[config.mk]
export PLATFORM = sky130hd
export DESIGN_NAME = ifu_flat
export DESIGN_NICKNAME = d
export VERILOG_FILES = /design/src/rtl/ifu_if.sv /design/src/rtl/ifu.sv /design/src/flat_wrapper.sv
export SDC_FILE = /design/constraint.sdc
export NUM_CORES = 1
export LEC_CHECK = 0
export BUFFER_PORTS_ARGS = -buffer_cell sky130_fd_sc_hd__buf_2
export CAP_MARGIN = 20
export CORE_UTILIZATION = 45
export CTS_CLUSTER_SIZE = 12
export DETAILED_ROUTE_END_ITERATION = 10
export PLACE_DENSITY = 0.7
export SETUP_SLACK_MARGIN = 0.15
export SLEW_MARGIN = 30
export SYNTH_ARGS = -nofsm -noshare
export SYNTH_HDL_FRONTEND = slang
export SYNTH_SLANG_ARGS = --single-unit
[constraint.sdc]
create_clock -name clk -period 6.1 [get_ports clk]
set_input_delay 1.22 -clock clk [delete_from_list [all_inputs] [get_ports clk]]
set_output_delay 1.22 -clock clk [all_outputs]
set_load 0.01 [all_outputs]
[src/rtl/ifu_if.sv]
// IFU bus bundle: fetch request/response path,
// decoder handoff and execute-stage redirect.
interface ifu_if #(
  parameter int unsigned DATA_LEN = 32
);
  logic                jump_flag;
  logic [DATA_LEN-1:0] jump_pc;

  logic                mem_req_valid;
  logic                mem_req_ready;
  logic [DATA_LEN-1:0] mem_req_addr;

  logic                mem_rsp_valid;
  logic [31:0]         mem_rsp_data;
  logic                mem_rsp_err;

  logic [31:0]         inst_in;
  logic [DATA_LEN-1:0] PC;
  logic                inst_valid;
  logic                inst_ready;
  logic                fetch_fault;

  // Fetch unit side.
  modport master (
    input  jump_flag,
    input  jump_pc,
    output mem_req_valid,
    input  mem_req_ready,
    output mem_req_addr,
    input  mem_rsp_valid,
    input  mem_rsp_data,
    input  mem_rsp_err,
    output inst_in,
    output PC,
    output inst_valid,
    input  inst_ready,
    output fetch_fault
  );

  // Memory / decoder / execute side.
  modport slave (
    output jump_flag,
    output jump_pc,
    input  mem_req_valid,
    output mem_req_ready,
    input  mem_req_addr,
    output mem_rsp_valid,
    output mem_rsp_data,
    output mem_rsp_err,
    input  inst_in,
    input  PC,
    input  inst_valid,
    output inst_ready,
    input  fetch_fault
  );
endinterface

[src/rtl/ifu.sv]
// Instruction fetch unit: one outstanding request,
// registered outputs, redirect with stale-response kill.
module ifu #(
  parameter int unsigned         DATA_LEN = 32,
  parameter logic [DATA_LEN-1:0] RESET_PC = 32'h8000_0000,
  parameter logic [31:0]         NOP_INST = 32'h0000_0013
) (
  input logic   clk,
  input logic   rst,
  ifu_if.master bus
);

  typedef enum logic [1:0] {
    IDLE,
    REQ,
    WAIT,
    HOLD
  } state_e;

  localparam logic [DATA_LEN-1:0] STEP = DATA_LEN'(4);

  state_e              state_q, state_d;
  logic [DATA_LEN-1:0] fetch_pc_q, fetch_pc_d;
  logic                kill_q, kill_d;
  logic                req_valid_q, req_valid_d;
  logic [DATA_LEN-1:0] req_addr_q, req_addr_d;
  logic [31:0]         inst_q, inst_d;
  logic [DATA_LEN-1:0] pc_q, pc_d;
  logic                valid_q, valid_d;
  logic                fault_q, fault_d;

  assign bus.mem_req_valid = req_valid_q;
  assign bus.mem_req_addr  = req_addr_q;
  assign bus.inst_in       = inst_q;
  assign bus.PC            = pc_q;
  assign bus.inst_valid    = valid_q;
  assign bus.fetch_fault   = fault_q;

  // Next-state and registered-output computation.
  always_comb begin
    state_d     = state_q;
    fetch_pc_d  = fetch_pc_q;
    kill_d      = kill_q;
    req_valid_d = req_valid_q;
    req_addr_d  = req_addr_q;
    inst_d      = inst_q;
    pc_d        = pc_q;
    valid_d     = valid_q;
    fault_d     = fault_q;

    unique case (state_q)
      IDLE: begin
        if (bus.jump_flag) begin
          fetch_pc_d = bus.jump_pc;
        end
        state_d     = REQ;
        req_valid_d = 1'b1;
        req_addr_d  = fetch_pc_d;
      end

      REQ: begin
        // A redirect here cannot retract the
        // request already on the bus; its
        // response is dropped via kill.
        if (bus.jump_flag) begin
          fetch_pc_d = bus.jump_pc;
          kill_d     = 1'b1;
        end
        if (bus.mem_req_ready) begin
          req_valid_d = 1'b0;
          state_d     = WAIT;
        end
      end

      WAIT: begin
        if (bus.mem_rsp_valid) begin
          if (kill_q || bus.jump_flag) begin
            if (bus.jump_flag) begin
              fetch_pc_d = bus.jump_pc;
            end
            kill_d      = 1'b0;
            state_d     = REQ;
            req_valid_d = 1'b1;
            req_addr_d  = fetch_pc_d;
          end else begin
            state_d = HOLD;
            valid_d = 1'b1;
            pc_d    = fetch_pc_q;
            fault_d = bus.mem_rsp_err;
            inst_d  = bus.mem_rsp_err ? NOP_INST
                                      : bus.mem_rsp_data;
          end
        end else if (bus.jump_flag) begin
          kill_d     = 1'b1;
          fetch_pc_d = bus.jump_pc;
        end
      end

      HOLD: begin
        // Redirect wins over a same-cycle accept.
        if (bus.jump_flag || bus.inst_ready) begin
          fetch_pc_d  = bus.jump_flag ? bus.jump_pc
                                      : fetch_pc_q + STEP;
          valid_d     = 1'b0;
          inst_d      = NOP_INST;
          fault_d     = 1'b0;
          state_d     = REQ;
          req_valid_d = 1'b1;
          req_addr_d  = fetch_pc_d;
        end
      end

      default: begin
        state_d = IDLE;
      end
    endcase
  end

  // State and output registers, async reset.
  always_ff @(posedge clk or posedge rst) begin
    if (rst) begin
      state_q     <= IDLE;
      fetch_pc_q  <= RESET_PC;
      kill_q      <= 1'b0;
      req_valid_q <= 1'b0;
      req_addr_q  <= RESET_PC;
      inst_q      <= NOP_INST;
      pc_q        <= RESET_PC;
      valid_q     <= 1'b0;
      fault_q     <= 1'b0;
    end else begin
      state_q     <= state_d;
      fetch_pc_q  <= fetch_pc_d;
      kill_q      <= kill_d;
      req_valid_q <= req_valid_d;
      req_addr_q  <= req_addr_d;
      inst_q      <= inst_d;
      pc_q        <= pc_d;
      valid_q     <= valid_d;
      fault_q     <= fault_d;
    end
  end

endmodule

[src/flat_wrapper.sv]
// flat-port wrapper written by rule: the top's interface ports become plain ports
module ifu_flat 
#(
  parameter int unsigned         DATA_LEN = 32,
  parameter logic [DATA_LEN-1:0] RESET_PC = 32'h8000_0000,
  parameter logic [31:0]         NOP_INST = 32'h0000_0013
)
  (clk, rst, bus_jump_flag, bus_jump_pc, bus_mem_req_valid, bus_mem_req_ready, bus_mem_req_addr, bus_mem_rsp_valid, bus_mem_rsp_data, bus_mem_rsp_err, bus_inst_in, bus_PC, bus_inst_valid, bus_inst_ready, bus_fetch_fault);
  ifu_if #(.DATA_LEN(DATA_LEN)) bus_i ();
  input logic clk;
  input logic rst;
  input wire logic [$bits(bus_i.jump_flag)-1:0] bus_jump_flag;
  input wire logic [$bits(bus_i.jump_pc)-1:0] bus_jump_pc;
  output wire logic [$bits(bus_i.mem_req_valid)-1:0] bus_mem_req_valid;
  input wire logic [$bits(bus_i.mem_req_ready)-1:0] bus_mem_req_ready;
  output wire logic [$bits(bus_i.mem_req_addr)-1:0] bus_mem_req_addr;
  input wire logic [$bits(bus_i.mem_rsp_valid)-1:0] bus_mem_rsp_valid;
  input wire logic [$bits(bus_i.mem_rsp_data)-1:0] bus_mem_rsp_data;
  input wire logic [$bits(bus_i.mem_rsp_err)-1:0] bus_mem_rsp_err;
  output wire logic [$bits(bus_i.inst_in)-1:0] bus_inst_in;
  output wire logic [$bits(bus_i.PC)-1:0] bus_PC;
  output wire logic [$bits(bus_i.inst_valid)-1:0] bus_inst_valid;
  input wire logic [$bits(bus_i.inst_ready)-1:0] bus_inst_ready;
  output wire logic [$bits(bus_i.fetch_fault)-1:0] bus_fetch_fault;
  assign bus_i.jump_flag = bus_jump_flag;
  assign bus_i.jump_pc = bus_jump_pc;
  assign bus_mem_req_valid = bus_i.mem_req_valid;
  assign bus_i.mem_req_ready = bus_mem_req_ready;
  assign bus_mem_req_addr = bus_i.mem_req_addr;
  assign bus_i.mem_rsp_valid = bus_mem_rsp_valid;
  assign bus_i.mem_rsp_data = bus_mem_rsp_data;
  assign bus_i.mem_rsp_err = bus_mem_rsp_err;
  assign bus_inst_in = bus_i.inst_in;
  assign bus_PC = bus_i.PC;
  assign bus_inst_valid = bus_i.inst_valid;
  assign bus_i.inst_ready = bus_inst_ready;
  assign bus_fetch_fault = bus_i.fetch_fault;
  ifu #(.DATA_LEN(DATA_LEN), .RESET_PC(RESET_PC), .NOP_INST(NOP_INST)) u_core (.clk(clk), .rst(rst), .bus(bus_i));
endmodule
==> reports/metrics.yaml, run 1 <==
syn-mean-instance-area_um2: 9.711
maxSlewViolCount: 0
grt_first_pass_wirelength_um: 27480
io-pin-count: 170
rsz_0062_raised_after_global_routing: "false"
grt_max_degree: 79
fillerInstances: 1198
area.growth.synth_to_final_pct: 25.22
worstSetupEndpointType: "flip-flop"
final_hold_viol_count: 0
design.core.area_mm2: 0.01383
clk_pin_slew_ns: 0.06
num_rows: 43
clock_sinks: 134
finalCritPeriodShare: 0.6133
buffer_ports.inserted: 169
clockRootBuffer: "sky130_fd_sc_hd__clkbuf_16"
chipHeight_um: 120.8
drv_cap: 0
synth_top_area_share: 0.5043
drt-total-wl_um: 16920
timing.critical_path.arrival_ns: 4.00
dr.pass1.iters: 4
hp-class: "reg2reg"
postSynthCellCount: 654
drcViolationCount: 0
timing.max_slew.rel_slack: 0.3333
worst_skew_pair.late_latency_ns: 0.42
reg2reg_from: "u_core.state_q[0]$_DFFE_PP0P_"
initial_utilization: 0.4593
hold_buffers: 0
setup_total_negative_slack_ns: 0
place_hpwl_um: 11590
vdd_drop_max_v: 0.0002439
cts_htree_levels: 4
synth_cell_type_count: 45
post-route-min-period_ns: 3.741
skew_ns: 0.007589
tritoncts: "built"
finish.net_count: 880
die_w_um: 120.8
max-clock-path-buffers: 2
worstPathRequired_ns: 6.36
dp_worst_setup_slack_ns: 1.967
clock_buffer_count_from_cts: 17
top_cell_types_by_occurrence_after_synthesis: "sky130_fd_sc_hd__nand2_1 (146), sky130_fd_sc_hd__dfrtp_1 (128), sky130_fd_sc_hd__clkbuf_1 (35), sky130_fd_sc_hd__a22o_1 (31), sky130_fd_sc_hd__nor2_1 (31)"
synth_top_flop_cell: "sky130_fd_sc_hd__dfrtp_1"
antenna_violations_before_repair: 0
category_of_the_most_critical_setup_path: "in2reg"
startpoint: "bus_jump_flag"
drt_first_iter_violations: 351
pwr_density_cell_mw_per_mm2: 413.9
synth.yosys.seq_area_share: 0.5292
routed_via_density: 5.526
detailroute.via_count: 5515
ys_ff_latch: 134
outcome: "finished, final reports clean"
async_reset_ff_frac: 1.000
first_global_vias: 5446
ys_warn_count: 0
antenna_cells_inserted: 0
synth.top_cells.by_area: "sky130_fd_sc_hd__dfrtp_1 (50%), sky130_fd_sc_hd__nand2_1 (8.6%), sky130_fd_sc_hd__a22o_1 (4.3%), sky130_fd_sc_hd__xnor2_1 (3.7%), sky130_fd_sc_hd__dfstp_2 (2.5%)"
wire_per_inst_um: 16.95
setup_viol: 0
cts_repair_resize_count: 0
residual_antenna_violating_net_count_after_detailed_routing: 0
cts_post_setup_buffers_inserted: 0
cp_max_fo: 46
setup_slack_ns: 2.359
yosys.cell_count.top_type: "sky130_fd_sc_hd__nand2_1"
fmax_mhz: 267.3
dieArea_mm2: 0.01459
tightest_slew_ns: 0.9862
postSynthNetCount: 729
gp_weighted_congestion: 0.8673
grt_overflow: 0
hp-start: "u_core.bus.inst_in[1]$_DFFE_PP1P_"
leakage_power_of_the_design_uw: 0.003917
number_of_synthesized_flops_with_an_enable_pin: 0
final_layout_size_suffix_gt1_frac: 0.2873
grt.total_usage: 0.2463
critPathLaunchType: "primary input"
synth_largest_area_cell: "sky130_fd_sc_hd__dfrtp_1"
synth.cell_area_mm2: 0.006351
power breakdown:
group	internal, uW	total (uW)	switching (uW)
Sequential	1120	1300	179
Combinational	367	903	535
Clock	702	1090	387
kinds of logic after synthesis:
| family | synth area share |
|---|---|
| simple gates | 0.1992 |
| flops | 0.5292 |
| compound gates | 0.1261 |
| buf+inv | 0.03605 |
| xor+xnor | 0.05792 |
| mux | 0.04374 |
| fa+ha+maj | 0.007881 |
registers in the layout (all words and copies together) (netlist names):
signal                    count
u_core.bus.inst_valid         1
u_core.bus.PC                32
u_core.state_q                2
u_core.bus.fetch_fault        1
u_core.bus.mem_req_addr      32
u_core.bus.inst_in           32
u_core.fetch_pc_q            32
u_core.kill_q                 1
u_core.bus.mem_req_valid      1
critical path: stages:
cell,delay (ns)
sky130_fd_sc_hd__buf_2,0.59
sky130_fd_sc_hd__inv_2,0.57
sky130_fd_sc_hd__o21ai_0,0.29
sky130_fd_sc_hd__nand3_1,0.49
sky130_fd_sc_hd__nor2_1,0.66
sky130_fd_sc_hd__a211oi_1,0.16
routing by layer:
layer  global-route usage  vias up  part of all wire
li1                     -     2585                 -
met1               0.3190     2694              0.44
met2               0.4005      205              0.48
met3              0.05566       31             0.059
met4              0.09799        0             0.021
met5                    0        -                 0
placed cells by master, fill, tap and decap left out, drive strengths merged, types with 4 or more instances in the layout:
master / netlist / routed
a21boi: 5 / 5
a21oi: 18 / 18
a22o: 31 / 31
and3: 9 / 9
buf: 9 / 176
bufinv: 0 / 4
clkbuf: 35 / 19
clkinv: 0 / 5
clkinvlp: 0 / 4
dfrtp: 128 / 128
dfstp: 6 / 6
ha: 4 / 4
inv: 14 / 14
mux2: 14 / 14
mux2i: 12 / 12
nand2: 146 / 146
nand2b: 10 / 10
nand3: 11 / 11
nand4: 14 / 14
nor2: 31 / 31
nor3: 23 / 23
nor4: 14 / 14
o21a: 4 / 4
o21ai: 27 / 27
o31a: 7 / 7
o31ai: 9 / 9
or3: 4 / 4
xnor2: 27 / 27
xor2: 15 / 15
path summary, 6_finish.rpt:
path	cells after the start	endpoint	slack, ns
max in group asynchronous	3	u_core.fetch_pc_q[22]$_DFFE_PP0P_	4.05
worst min-delay path	2	u_core.bus.inst_in[1]$_DFFE_PP1P_	0.46
worst max register to register	6	u_core.fetch_pc_q[26]$_DFFE_PP0P_	3.07
worst max-delay path	6	u_core.bus.mem_req_addr[22]$_DFFE_PP0P_	2.36
worst min register to register	2	u_core.bus.inst_in[1]$_DFFE_PP1P_	0.46
min in group asynchronous	2	u_core.bus.PC[2]$_DFFE_PP0P_	0.92
through the flow:
step | hold slack, ns | total power [uW] | cells | instance area [um^2] | utilization
global route | 0.4781 | 3483 | 998 | 7953 | 0.5752
detailed placement | 0.4524 | 2214 | 966 | 7317 | 0.5292
floorplan | 0.4348 | 1834 | 654 | 6351 | -
CTS | 0.4617 | 3310 | 998 | 7949 | 0.5749
finish | 0.4582 | 3291 | 998 | 7953 | 0.5752
global placement | 0.4402 | 2176 | 966 | 7317 | 0.5292
layout make-up:
| class | count | area, um^2 | share of cell area |
|---|---|---|---|
| clock buffer | 19 | 452.9 | 0.05695 |
| timing repair buffer | 176 | 902.1 | 0.1134 |
| inverter | 14 | 55.05 | 0.006923 |
| tap | 180 | 225.2 | 0.02832 |
| multi-input combinational | 462 | 2778 | 0.3493 |
| sequential | 134 | 3361 | 0.4226 |
| clock inverter | 13 | 178.9 | 0.02250 |
No activity file was read; power rests on OpenSTA's default activity.
==> run 2: changes to the inputs <==
Settings changed: PLACE_DENSITY 0.7 to 0.73.
Clock period 6.1 ns to 3.4 ns, I/O delays scaled along.
==> reports/metrics.yaml, run 2 (synthesis results as in run 1) <==
grt.total_usage: 0.2365  # -0.009783
category_of_the_most_critical_setup_path: "reg2reg"
outcome: "finished, final reports clean"
residual_antenna_violating_net_count_after_detailed_routing: 0  # unchanged
drv_cap: 0  # unchanged
critPathLaunchType: "flip-flop"
drt_first_iter_violations: 307  # -13%
gp_weighted_congestion: 0.8721  # +0.55%
timing.critical_path.arrival_ns: 2.98  # -1.02 ns
leakage_power_of_the_design_uw: 0.003961  # +1.1%
timing.max_slew.rel_slack: 0.4269  # +0.09365
finalCritPeriodShare: 0.7856
finish.net_count: 889  # +1.0%
post-route-min-period_ns: 2.671
dpl.cell_count: 975  # +0.93%
setup_total_negative_slack_ns: 0  # unchanged
grt.busiest_layer: "met2"
clockRootBuffer: "sky130_fd_sc_hd__clkbuf_16"
area.growth.synth_to_final_pct: 26.40
gr-usage-met3: 0.05472  # -0.0009434
final_layout_size_suffix_gt1_frac: 0.2893  # +0.002060
dr.pass1.iters: 5  # +1
die_w_um: 120.8  # unchanged
setup_viol: 0  # unchanged
grt_overflow: 0  # unchanged
hold_buffers: 0  # unchanged
rsz_0062_raised_after_global_routing: "false"
final_hold_viol_count: 0  # unchanged
maxSlewViolCount: 0  # unchanged
initial_utilization: 0.4593  # unchanged
reg2reg_to: "u_core.fetch_pc_q[30]$_DFFE_PP0P_"
pwr_density_cell_mw_per_mm2: 736.4  # +78%
first_global_vias: 5144  # -5.5%
worstPathRequired_ns: 3.71  # -2.65 ns
mostFrequentLayoutCell: "sky130_fd_sc_hd__buf_2"
drcViolationCount: 0  # unchanged
max-clock-path-buffers: 2  # unchanged
wire_per_inst_um: 16.28  # -4.0%
io-pin-count: 170  # unchanged
cp_max_fo: 15  # -67%
hp-class: "in2async"
num_rows: 43  # unchanged
grt_first_pass_wirelength_um: 26320  # -4.2%
reg2reg_from: "u_core.state_q[0]$_DFFE_PP0P_"
cts_repair_resize_count: 0  # unchanged
worst_reg_to_reg_path_cell_count: 6  # unchanged
place_hpwl_um: 11420  # -1.5%
grt_max_degree: 60  # -24%
routed_via_density: 5.330  # -3.5%
antenna_violations_before_repair: 0  # unchanged
buffer_ports.inserted: 169  # unchanged
detailroute.via_count: 5362  # -2.8%
skew_ns: 0.007034  # -0.0005547 ns
clock_sinks: 134  # unchanged
globalRouteMet1Util: 0.3112  # -0.007850
clk_pin_slew_ns: 0.06  # about the same
cts_post_setup_buffers_inserted: 0  # unchanged
cts_htree_levels: 4  # unchanged
finished_layout_cells: 1006  # +0.80%
dieArea_mm2: 0.01459  # unchanged
design.core.area_mm2: 0.01383  # unchanged
startpoint: "u_core.state_q[0]$_DFFE_PP0P_"
chipHeight_um: 120.8  # unchanged
vdd_drop_max_v: 0.0003893  # +60%
antenna_cells_inserted: 0  # unchanged
mostFrequentLayoutCells: "sky130_fd_sc_hd__buf_2 (169), sky130_fd_sc_hd__nand2_1 (146), sky130_fd_sc_hd__dfrtp_1 (128), sky130_fd_sc_hd__a22o_1 (31), sky130_fd_sc_hd__nor2_1 (31)"
worst-r2r-setup-slack_ns: 0.73  # -2.34 ns
tightest_slew_ns: 0.8564  # -0.1297 ns
fmax_mhz: 374.4
use_met2: 0.3829  # -0.01760
clock_buffer_count_from_cts: 17  # unchanged
drt-total-wl_um: 16380  # -3.2%
worstSetupEndpointType: "flip-flop"
worst_skew_pair.late_latency_ns: 0.42  # about the same
tritoncts: "built"
==> run 2: stage by stage <==
stage / hold slack, ns / setup slack [ns] / power [uW] / util / cell area, um^2
global placement: 0.4440 / 0.8012 / 3939 / 0.5351 / 7398
detailed placement: 0.4509 / 0.7654 / 3970 / 0.5351 / 7398
finish: 0.3643 / 0.7288 / 5912 / 0.5806 / 8028
floorplan: 0.4348 / 0.9956 / 3290 / - / 6355
CTS: 0.3710 / 0.7364 / 5966 / 0.5806 / 8028
global route: 0.4017 / 0.5404 / 6280 / 0.5806 / 8028
==> run 2: area by class of cell <==
type	instances	area (um^2)
Timing Repair Buffer	185	978.4
Fill cell	1222	5799
Tap cell	180	225.2
Inverter	14	56.30
Multi-Input combinational cell	462	2778
Sequential cell	134	3361
Clock inverter	9	175.2
Clock buffer	22	454.2
==> run 2: critical path, cell delays in order, from the launching register on <==
cell	delay [ns]
sky130_fd_sc_hd__dfrtp_1	0.38
sky130_fd_sc_hd__ha_1	0.49
sky130_fd_sc_hd__and4_1	0.35
sky130_fd_sc_hd__nand2_1	0.21
sky130_fd_sc_hd__or4_1	0.68
sky130_fd_sc_hd__o21a_1	0.21
sky130_fd_sc_hd__o31a_1	0.23
==> run 2: where the power goes <==
group | internal [uW] | switching (uW) | total [uW]
sequential | 2010 | 292 | 2300
combinational | 676 | 959 | 1640
clock | 1310 | 660 | 1970
total | 4000 | 1910 | 5910
==> run 2: how the worst max path moves through the flow <==
stage / to / slack (ns) / cells after the start
after global placement: u_core.fetch_pc_q[30]$_DFFE_PP0P_ / 0.80 / 6
after detailed placement: u_core.fetch_pc_q[30]$_DFFE_PP0P_ / 0.77 / 6
final: u_core.fetch_pc_q[30]$_DFFE_PP0P_ / 0.73 / 6
after CTS: u_core.fetch_pc_q[30]$_DFFE_PP0P_ / 0.74 / 6
after global routing: u_core.fetch_pc_q[26]$_DFFE_PP0P_ / 0.54 / 6
after floorplan: u_core.bus.mem_req_addr[12]$_DFFE_PP0P_ / 1.0 / 8
==> run 2: per-layer routing <==
layer | wire length, um | vias up | part of all wire
met5 | 0 | - | 0
met4 | 195 | 0 | 0.012
met3 | 1001 | 19 | 0.061
met2 | 7741 | 179 | 0.47
met1 | 7444 | 2568 | 0.45
li1 | - | 2596 | -
